==> src/rtl/grey_stat_pkg.sv <==
// Shared constants and helpers for the grey-statistics AOI selector blocks.
package grey_stat_pkg;

    localparam int CHANNEL_NUM_MAX = 8;
    localparam int WIN_NUM_MAX     = 8;

    localparam logic [2:0] TEST_IMG_REAL = 3'b000;

    // LSB position of field idx inside a vector of equal-width packed fields
    function automatic int fld_lsb(input int idx, input int width);
        return idx * width;
    endfunction

endpackage

==> src/rtl/grey_aoi_win_cmp.sv <==
// One statistic window: frame-shadowed geometry, end adders and per-lane range compares.
module grey_aoi_win_cmp
    import grey_stat_pkg::*;
#(
    parameter int GW = 12,
    parameter int CH = 2
) (
    input  logic          clk,
    input  logic          reset_n,
    input  logic          shadow_ld_i,
    input  logic          act_gate_i,
    input  logic          pix_gate_i,
    input  logic          en_i,
    input  logic [GW-1:0] x_start_i,
    input  logic [GW-1:0] width_i,
    input  logic [GW-1:0] y_start_i,
    input  logic [GW-1:0] height_i,
    input  logic [GW-1:0] grp_cnt_i,
    input  logic [GW-1:0] line_cnt_i,
    output logic          win_act_o,
    output logic [GW-1:0] sh_width_o,
    output logic [GW-1:0] sh_height_o,
    output logic [CH-1:0] lane_vld_o
);

    localparam int XW = GW + 3;

    logic          sh_en_q;
    logic [GW-1:0] sh_xs_q, sh_w_q, sh_ys_q, sh_h_q;
    logic          win_act_q;
    logic [GW:0]   x_end, y_end;
    logic          y_hit;
    logic [XW-1:0] x_lane;

    always_ff @(posedge clk) begin
        if (!reset_n) begin
            sh_en_q   <= 1'b0;
            sh_xs_q   <= '0;
            sh_w_q    <= '0;
            sh_ys_q   <= '0;
            sh_h_q    <= '0;
            win_act_q <= 1'b0;
        end else begin
            if (shadow_ld_i) begin
                sh_en_q <= en_i;
                sh_xs_q <= x_start_i;
                sh_w_q  <= width_i;
                sh_ys_q <= y_start_i;
                sh_h_q  <= height_i;
            end
            win_act_q <= act_gate_i & sh_en_q & (|sh_w_q) & (|sh_h_q);
        end
    end

    // One extra bit so start+size never wraps back into the visible range
    assign x_end = {1'b0, sh_xs_q} + {1'b0, sh_w_q};
    assign y_end = {1'b0, sh_ys_q} + {1'b0, sh_h_q};

    always_comb begin
        y_hit  = ({1'b0, line_cnt_i} >= {1'b0, sh_ys_q}) && ({1'b0, line_cnt_i} < y_end);
        x_lane = '0;
        lane_vld_o = '0;
        for (int k = 0; k < CH; k++) begin
            x_lane = XW'(grp_cnt_i) * XW'(CH) + XW'(k);
            lane_vld_o[k] = pix_gate_i & win_act_q & y_hit &
                            (x_lane >= XW'(sh_xs_q)) & (x_lane < XW'(x_end));
        end
    end

    assign win_act_o   = win_act_q;
    assign sh_width_o  = sh_w_q;
    assign sh_height_o = sh_h_q;

endmodule

==> src/rtl/grey_aoi_sel_mw.sv <==
// Multi-window, multi-lane AOI selector: counters, edge detect, interrupt enable and 2-stage output pipe.
module grey_aoi_sel_mw
    import grey_stat_pkg::*;
#(
    parameter int SENSOR_DAT_WIDTH  = 10,
    parameter int GREY_OFFSET_WIDTH = 12,
    parameter int CHANNEL_NUM       = 2,
    parameter int WIN_NUM           = 4
) (
    input  logic                                   clk,
    input  logic                                   reset_n,
    input  logic                                   i_fval,
    input  logic                                   i_lval,
    input  logic [CHANNEL_NUM*SENSOR_DAT_WIDTH-1:0] iv_pix_data,
    input  logic                                   i_interrupt_en,
    input  logic [2:0]                             iv_test_image_sel,
    input  logic [WIN_NUM-1:0]                     iv_win_en,
    input  logic [WIN_NUM*GREY_OFFSET_WIDTH-1:0]   iv_grey_offset_x_start,
    input  logic [WIN_NUM*GREY_OFFSET_WIDTH-1:0]   iv_grey_offset_width,
    input  logic [WIN_NUM*GREY_OFFSET_WIDTH-1:0]   iv_grey_offset_y_start,
    input  logic [WIN_NUM*GREY_OFFSET_WIDTH-1:0]   iv_grey_offset_height,
    input  logic                                   i_interrupt_pin,
    output logic [WIN_NUM*GREY_OFFSET_WIDTH-1:0]   ov_grey_offset_width,
    output logic [WIN_NUM*GREY_OFFSET_WIDTH-1:0]   ov_grey_offset_height,
    output logic                                   o_interrupt_en,
    output logic                                   o_fval,
    output logic                                   o_lval,
    output logic [WIN_NUM*CHANNEL_NUM-1:0]         ov_win_valid,
    output logic [CHANNEL_NUM*SENSOR_DAT_WIDTH-1:0] ov_pix_data
);

    localparam int GW = GREY_OFFSET_WIDTH;
    localparam int CH = CHANNEL_NUM;
    localparam int DW = CHANNEL_NUM * SENSOR_DAT_WIDTH;

    logic          fval_d_q, lval_d_q, pin_d_q, arm_q;
    logic          fval_rise, fval_fall, lval_fall, pin_rise;
    logic          int_en_q, int_en_d;
    logic          inten_q, inten_d;
    logic [GW-1:0] line_cnt_q, line_cnt_d;
    logic [GW-1:0] grp_cnt_q, grp_cnt_d;
    logic          act_gate, pix_gate;

    logic [WIN_NUM-1:0]          win_act;
    logic [WIN_NUM-1:0][CH-1:0]  lane_vld;
    logic [WIN_NUM-1:0][GW-1:0]  sh_w, sh_h;
    logic [WIN_NUM-1:0][GW-1:0]  rb_w_q, rb_h_q;
    logic [WIN_NUM-1:0][CH-1:0]  vld_s1_q, vld_s2_q;
    logic                        lval_o_q;
    logic                        fval_s1_q, fval_s2_q;
    logic [DW-1:0]               pix_s1_q, pix_s2_q;

    // arm_q suppresses a false frame start when reset is released mid-frame
    assign fval_rise = i_fval & ~fval_d_q & arm_q;
    assign fval_fall = ~i_fval & fval_d_q;
    assign lval_fall = ~i_lval & lval_d_q;
    assign pin_rise  = i_interrupt_pin & ~pin_d_q;
    assign act_gate  = int_en_q & (iv_test_image_sel == TEST_IMG_REAL);
    assign pix_gate  = i_fval & i_lval;

    always_comb begin
        int_en_d = int_en_q;
        if (!i_interrupt_en)
            int_en_d = 1'b0;
        else if (fval_rise)
            int_en_d = 1'b1;

        line_cnt_d = line_cnt_q;
        if (!i_fval)
            line_cnt_d = '0;
        else if (lval_fall)
            line_cnt_d = line_cnt_q + 1'b1;

        grp_cnt_d = (i_fval & i_lval) ? grp_cnt_q + 1'b1 : '0;

        inten_d = inten_q;
        if (win_act == '0)
            inten_d = 1'b0;
        else if (fval_fall)
            inten_d = 1'b1;
    end

    always_ff @(posedge clk) begin
        if (!reset_n) begin
            fval_d_q   <= 1'b0;
            lval_d_q   <= 1'b0;
            pin_d_q    <= 1'b0;
            arm_q      <= 1'b0;
            int_en_q   <= 1'b0;
            inten_q    <= 1'b0;
            line_cnt_q <= '0;
            grp_cnt_q  <= '0;
            rb_w_q     <= '0;
            rb_h_q     <= '0;
            vld_s1_q   <= '0;
            vld_s2_q   <= '0;
            lval_o_q   <= 1'b0;
            fval_s1_q  <= 1'b0;
            fval_s2_q  <= 1'b0;
            pix_s1_q   <= '0;
            pix_s2_q   <= '0;
        end else begin
            fval_d_q   <= i_fval;
            lval_d_q   <= i_lval;
            pin_d_q    <= i_interrupt_pin;
            arm_q      <= arm_q | ~i_fval;
            int_en_q   <= int_en_d;
            inten_q    <= inten_d;
            line_cnt_q <= line_cnt_d;
            grp_cnt_q  <= grp_cnt_d;
            // shadows update on the same edge, so a coincident frame start latches old values
            if (pin_rise) begin
                rb_w_q <= sh_w;
                rb_h_q <= sh_h;
            end
            vld_s1_q  <= lane_vld;
            vld_s2_q  <= vld_s1_q;
            lval_o_q  <= |vld_s1_q;
            fval_s1_q <= i_fval;
            fval_s2_q <= fval_s1_q;
            pix_s1_q  <= iv_pix_data;
            pix_s2_q  <= pix_s1_q;
        end
    end

    for (genvar w = 0; w < WIN_NUM; w++) begin : g_win
        grey_aoi_win_cmp #(
            .GW (GW),
            .CH (CH)
        ) u_win (
            .clk         (clk),
            .reset_n     (reset_n),
            .shadow_ld_i (fval_rise),
            .act_gate_i  (act_gate),
            .pix_gate_i  (pix_gate),
            .en_i        (iv_win_en[w]),
            .x_start_i   (iv_grey_offset_x_start[fld_lsb(w, GW) +: GW]),
            .width_i     (iv_grey_offset_width[fld_lsb(w, GW) +: GW]),
            .y_start_i   (iv_grey_offset_y_start[fld_lsb(w, GW) +: GW]),
            .height_i    (iv_grey_offset_height[fld_lsb(w, GW) +: GW]),
            .grp_cnt_i   (grp_cnt_q),
            .line_cnt_i  (line_cnt_q),
            .win_act_o   (win_act[w]),
            .sh_width_o  (sh_w[w]),
            .sh_height_o (sh_h[w]),
            .lane_vld_o  (lane_vld[w])
        );
    end

    assign ov_grey_offset_width  = rb_w_q;
    assign ov_grey_offset_height = rb_h_q;
    assign o_interrupt_en        = inten_q;
    assign o_fval                = fval_s2_q;
    assign o_lval                = lval_o_q;
    assign ov_win_valid          = vld_s2_q;
    assign ov_pix_data           = pix_s2_q;

endmodule
==> config.mk <==
export PLATFORM = sky130hd
export DESIGN_NAME = grey_aoi_sel_mw
export DESIGN_NICKNAME = d
export VERILOG_FILES = /design/src/rtl/grey_stat_pkg.sv /design/src/rtl/grey_aoi_win_cmp.sv /design/src/rtl/grey_aoi_sel_mw.sv
export SDC_FILE = /design/constraint.sdc
export NUM_CORES = 1
export LEC_CHECK = 0
export ABC_AREA = 1
export CAP_MARGIN = 5
export CORE_MARGIN = 2
export CORE_UTILIZATION = 55
export DETAILED_ROUTE_END_ITERATION = 7
export PLACE_DENSITY = 0.81
export SLEW_MARGIN = 10
export SYNTH_ARGS = -nofsm -noshare
export SYNTH_HDL_FRONTEND = slang
export SYNTH_HIERARCHICAL = 1
export SYNTH_SLANG_ARGS = --single-unit
==> constraint.sdc <==
create_clock -name clk -period 8.5 [get_ports clk]
set_clock_uncertainty 0.2 [all_clocks]
set_input_delay 1.275 -clock clk [delete_from_list [all_inputs] [get_ports clk]]
set_output_delay 1.275 -clock clk [all_outputs]
set_load 0.02 [all_outputs]
==> impl_results.md <==
- Outcome: finished, final reports clean
- Fillers: 3,442
- Antenna-violating nets left: 0
- Synth-to-Final Area Change: 23.0%
- Slew Viols, Final: 0
- Post-synth cell types: 39
- Crit path depth: 7
- Die Area: 42,900 sq um
- CTS tree: built
- Setup crit end kind: flop
- Min-delay worst type: reg -> reg
- Synthesized instance count: 3,128
- Reg2reg start: g_win[3].u_win/sh_height_o[0]$_SDFFE_PN0P_
- GR Util All Layers: 0.312
- Seq/Total Area, Yosys: 0.339
- Final Wtd Congestion: 0.924
- Detailed Routing Iterations Pass 1: 7
- Actual slew at the worst max-slew pin: 1210 ps
- Fin. Hold Viols: 0
- Total CTS buffers: 42
- Mapped Area: 22,700 sq um
- Final #Nets: 3,955
- Initial antenna violation count: 2
- Drt via density: 5.53
- Resized cells post-CTS: 0
- CP max stage delay: 610 ps
- Share of cells above drive strength 1: 0.0375
- WP buf/inv: 4
- Worst-path clk slew: 60 ps
- H-tree depth: 2
- Vias after detailed routing: 22,100
- Sink Count: 384
- Clk_lat worst skew: 580 ps
- Data arrival, critical path: 3820 ps
- Detailed placer's ending HPWL: 51.2 mm
- PwrDens: 170 nW/um^2
- Worst Setup SP: i_fval
- Post-route cell area: 27,900 sq um
- Worst Hold Launch: pix_s1_q[13]$_SDFF_PN0_
- Final Cycle Share: 0.425
- CP max FO: 80
- RSZ-0062 raised after global routing: false
- Reg2reg path depth: 16
- Final setup viols: 0
- Rel. slew slack: 0.194
- Setup repair bufs after CTS: 0
- Iteration-0 DRC Markers: 1,374
- Vias in the first global route: 21,700
- Total Routed Length: 69.0 mm
- Global-route wire length before repair: 110 mm
- Kind of cell adding the most delay to the critical path: buffers and inverters
- Yosys top cell by area: dfxtp_1
- Clock root buffer: clkbuf_16
- Syn nets: 3,651
- Post-CTS Hold Fix Bufs: 0
- Critical-path cell list: clkdlybuf4s50_1, inv_1, nor3_2, buf_4, inv_2, o21ai_0, a21oi_1
- Placeable core area: 40,700 sq um
- Max Clock Freq: 277 MHz
- Drc violations: 0
- Required @ worst endpoint: 8710 ps
- Share of the synthesized area in the top cell type: 0.339
- Largest net degree at the start of global routing: 224
- Hold WS: 211 ps
- WL/cell: 17.3 um
- Worst VDD drop: 0.137 mV
- DIE HEIGHT: 207 um
- Yosys warning count: 6
- Port bufs: 351
- Setup crit start kind: primary input
- Leakage: 13.1 nW
- Most area-consuming cells after synthesis: dfxtp_1, ha_1, nor2_1, nand2_1, o21ai_0
- Area after DPL: 26,500 sq um
- Starting Density: 0.557
- Mapped Avg Cell Area: 7.25 sq um
- Max-cap viol count: 0
- I/O Pins: 352
- Critical path type: in -> reg
- Num rows: 74
- Grt total ovfl: 0
- Die W: 207 um
- CTS max path bufs: 3
- #FFs+latches synth: 384
- Post-layout min period: 3610 ps
- Hold Path Stages: 2
- TNS Setup: 0 ps
- CP max stage cell: inv_2
synthesized netlist by cell type:
cell type  instances
xor2_1            50
xnor2_1           34
o211ai_1           4
inv_1            370
nor2_2             9
nor4_1            18
clkinv_1           3
buf_2             21
nand2_2           11
o21ai_1           18
nor4b_1            1
o21ai_2           12
clkbuf_1          66
and2_1             4
fa_1               8
a21boi_0           2
o21a_1             8
nor3_1            26
dfxtp_1          384
buf_1              4
nor2_4             4
o21bai_2           1
inv_2              5
a21oi_1          302
buf_4              1
nand3_1          102
nor2_1           488
a21o_2             4
nand3b_1           5
o21ai_0          317
ha_1             290
nand2_1          460
a41oi_1            1
o21bai_1          12
nand4_1           54
nand3_2            6
and3_1             2
a21o_1            15
buf_6              6
report_power, final:
part	internal (W)	total, W	switching (W)
registers	0.00190	0.00198	0.0000822
logic	0.000392	0.000916	0.000524
clock network	0.00110	0.00186	0.000761
per-stage QoR:
| step | cells | setup slack, ps | util | total power (W) |
|---|---|---|---|---|
| 2_1_floorplan | 3128 | 5740 | - | 0.00256 |
| 3_3_place_gp | 3920 | 4690 | 0.651 | 0.00289 |
| 5_1_grt | 3997 | 4760 | 0.685 | 0.00496 |
| 3_5_place_dp | 3920 | 4470 | 0.651 | 0.00292 |
| 4_1_cts | 3995 | 4960 | 0.685 | 0.00478 |
| 6_report | 3997 | 4890 | 0.685 | 0.00476 |
per-layer routing:
metal	wire length (um)	GRT usage	share of wire
met1	28600	0.376	0.42
met2	33600	0.549	0.49
met3	4160	0.0565	0.060
met4	2620	0.124	0.038
met5	0	0	0
tightest hold or removal path, cell delays in order (launching register included):
cell and delay (ps):
dfxtp_1 300, nand2_1 40, inv_1 40
cell families (layout without fill, tap and decap cells):
family | after synthesis | in the layout | share of synthesized area
and+or+nand+nor | 1190 | 1190 | 0.219
AOI/OAI and AO/OA | 696 | 696 | 0.161
buffers and inverters | 476 | 811 | 0.0820
DFF | 384 | 384 | 0.339
adders and majority gates | 298 | 298 | 0.167
xor gates and xnor gates | 84 | 84 | 0.0324
other | 0 | 2 | 0
area by class of cell:
type | instances | area, sq um | share of cell area
Antenna cell | 2 | 5.00 | 0.000179
Clock buffer | 58 | 1180 | 0.0424
Clock inverter | 17 | 206 | 0.00740
Inverter | 378 | 1420 | 0.0509
Multi-Input combinational cell | 2268 | 13200 | 0.471
Sequential cell | 384 | 7690 | 0.275
Tap cell | 532 | 666 | 0.0239
Timing Repair Buffer | 358 | 3580 | 0.128
state kept, by name, summed over array words and instances (netlist names), 4 cells and up:
name                     cells
g_win.u_win/sh_en_q          4
g_win.u_win/sh_height_o     48
g_win.u_win/sh_width_o      48
g_win.u_win/sh_xs_q         48
g_win.u_win/sh_ys_q         48
g_win.u_win/win_act_o        4
grp_cnt_q                   12
line_cnt_q                  12
ov_grey_offset_height       48
ov_grey_offset_width        48
ov_pix_data                 20
ov_win_valid                 8
pix_s1_q                    20
vld_s1_q                     8
layout by cell type (no fill, tap or decap), types with 9 or more instances in the layout:
cell type	synthesis	final
nand3_1	102	102
nor4_1	18	18
o21ai_2	12	12
clkbuf_1	66	10
o21ai_0	317	317
a21oi_1	302	302
o21ai_1	18	18
nor3_1	26	25
clkdlybuf4s50_1	0	350
xor2_1	50	50
o21bai_1	12	12
xnor2_1	34	34
dfxtp_1	384	384
clkbuf_16	0	43
nor2_1	488	488
inv_1	370	370
nand2_2	11	11
nand2_1	460	460
nor2_2	9	9
a21o_1	15	15
nand4_1	54	54
ha_1	290	290
final timing paths:
check / end / slack (ps)
hold reg to reg: ov_pix_data[13]$_SDFF_PN0_ / 210
setup reg to reg: vld_s1_q[7]$_SDFF_PN0_ / 5040
setup / recovery: g_win[2].u_win/sh_ys_q[11]$_SDFFE_PN0P_ / 4890
hold / removal: ov_pix_data[13]$_SDFF_PN0_ / 210
Note: power is estimated with default switching activity, not from simulation.
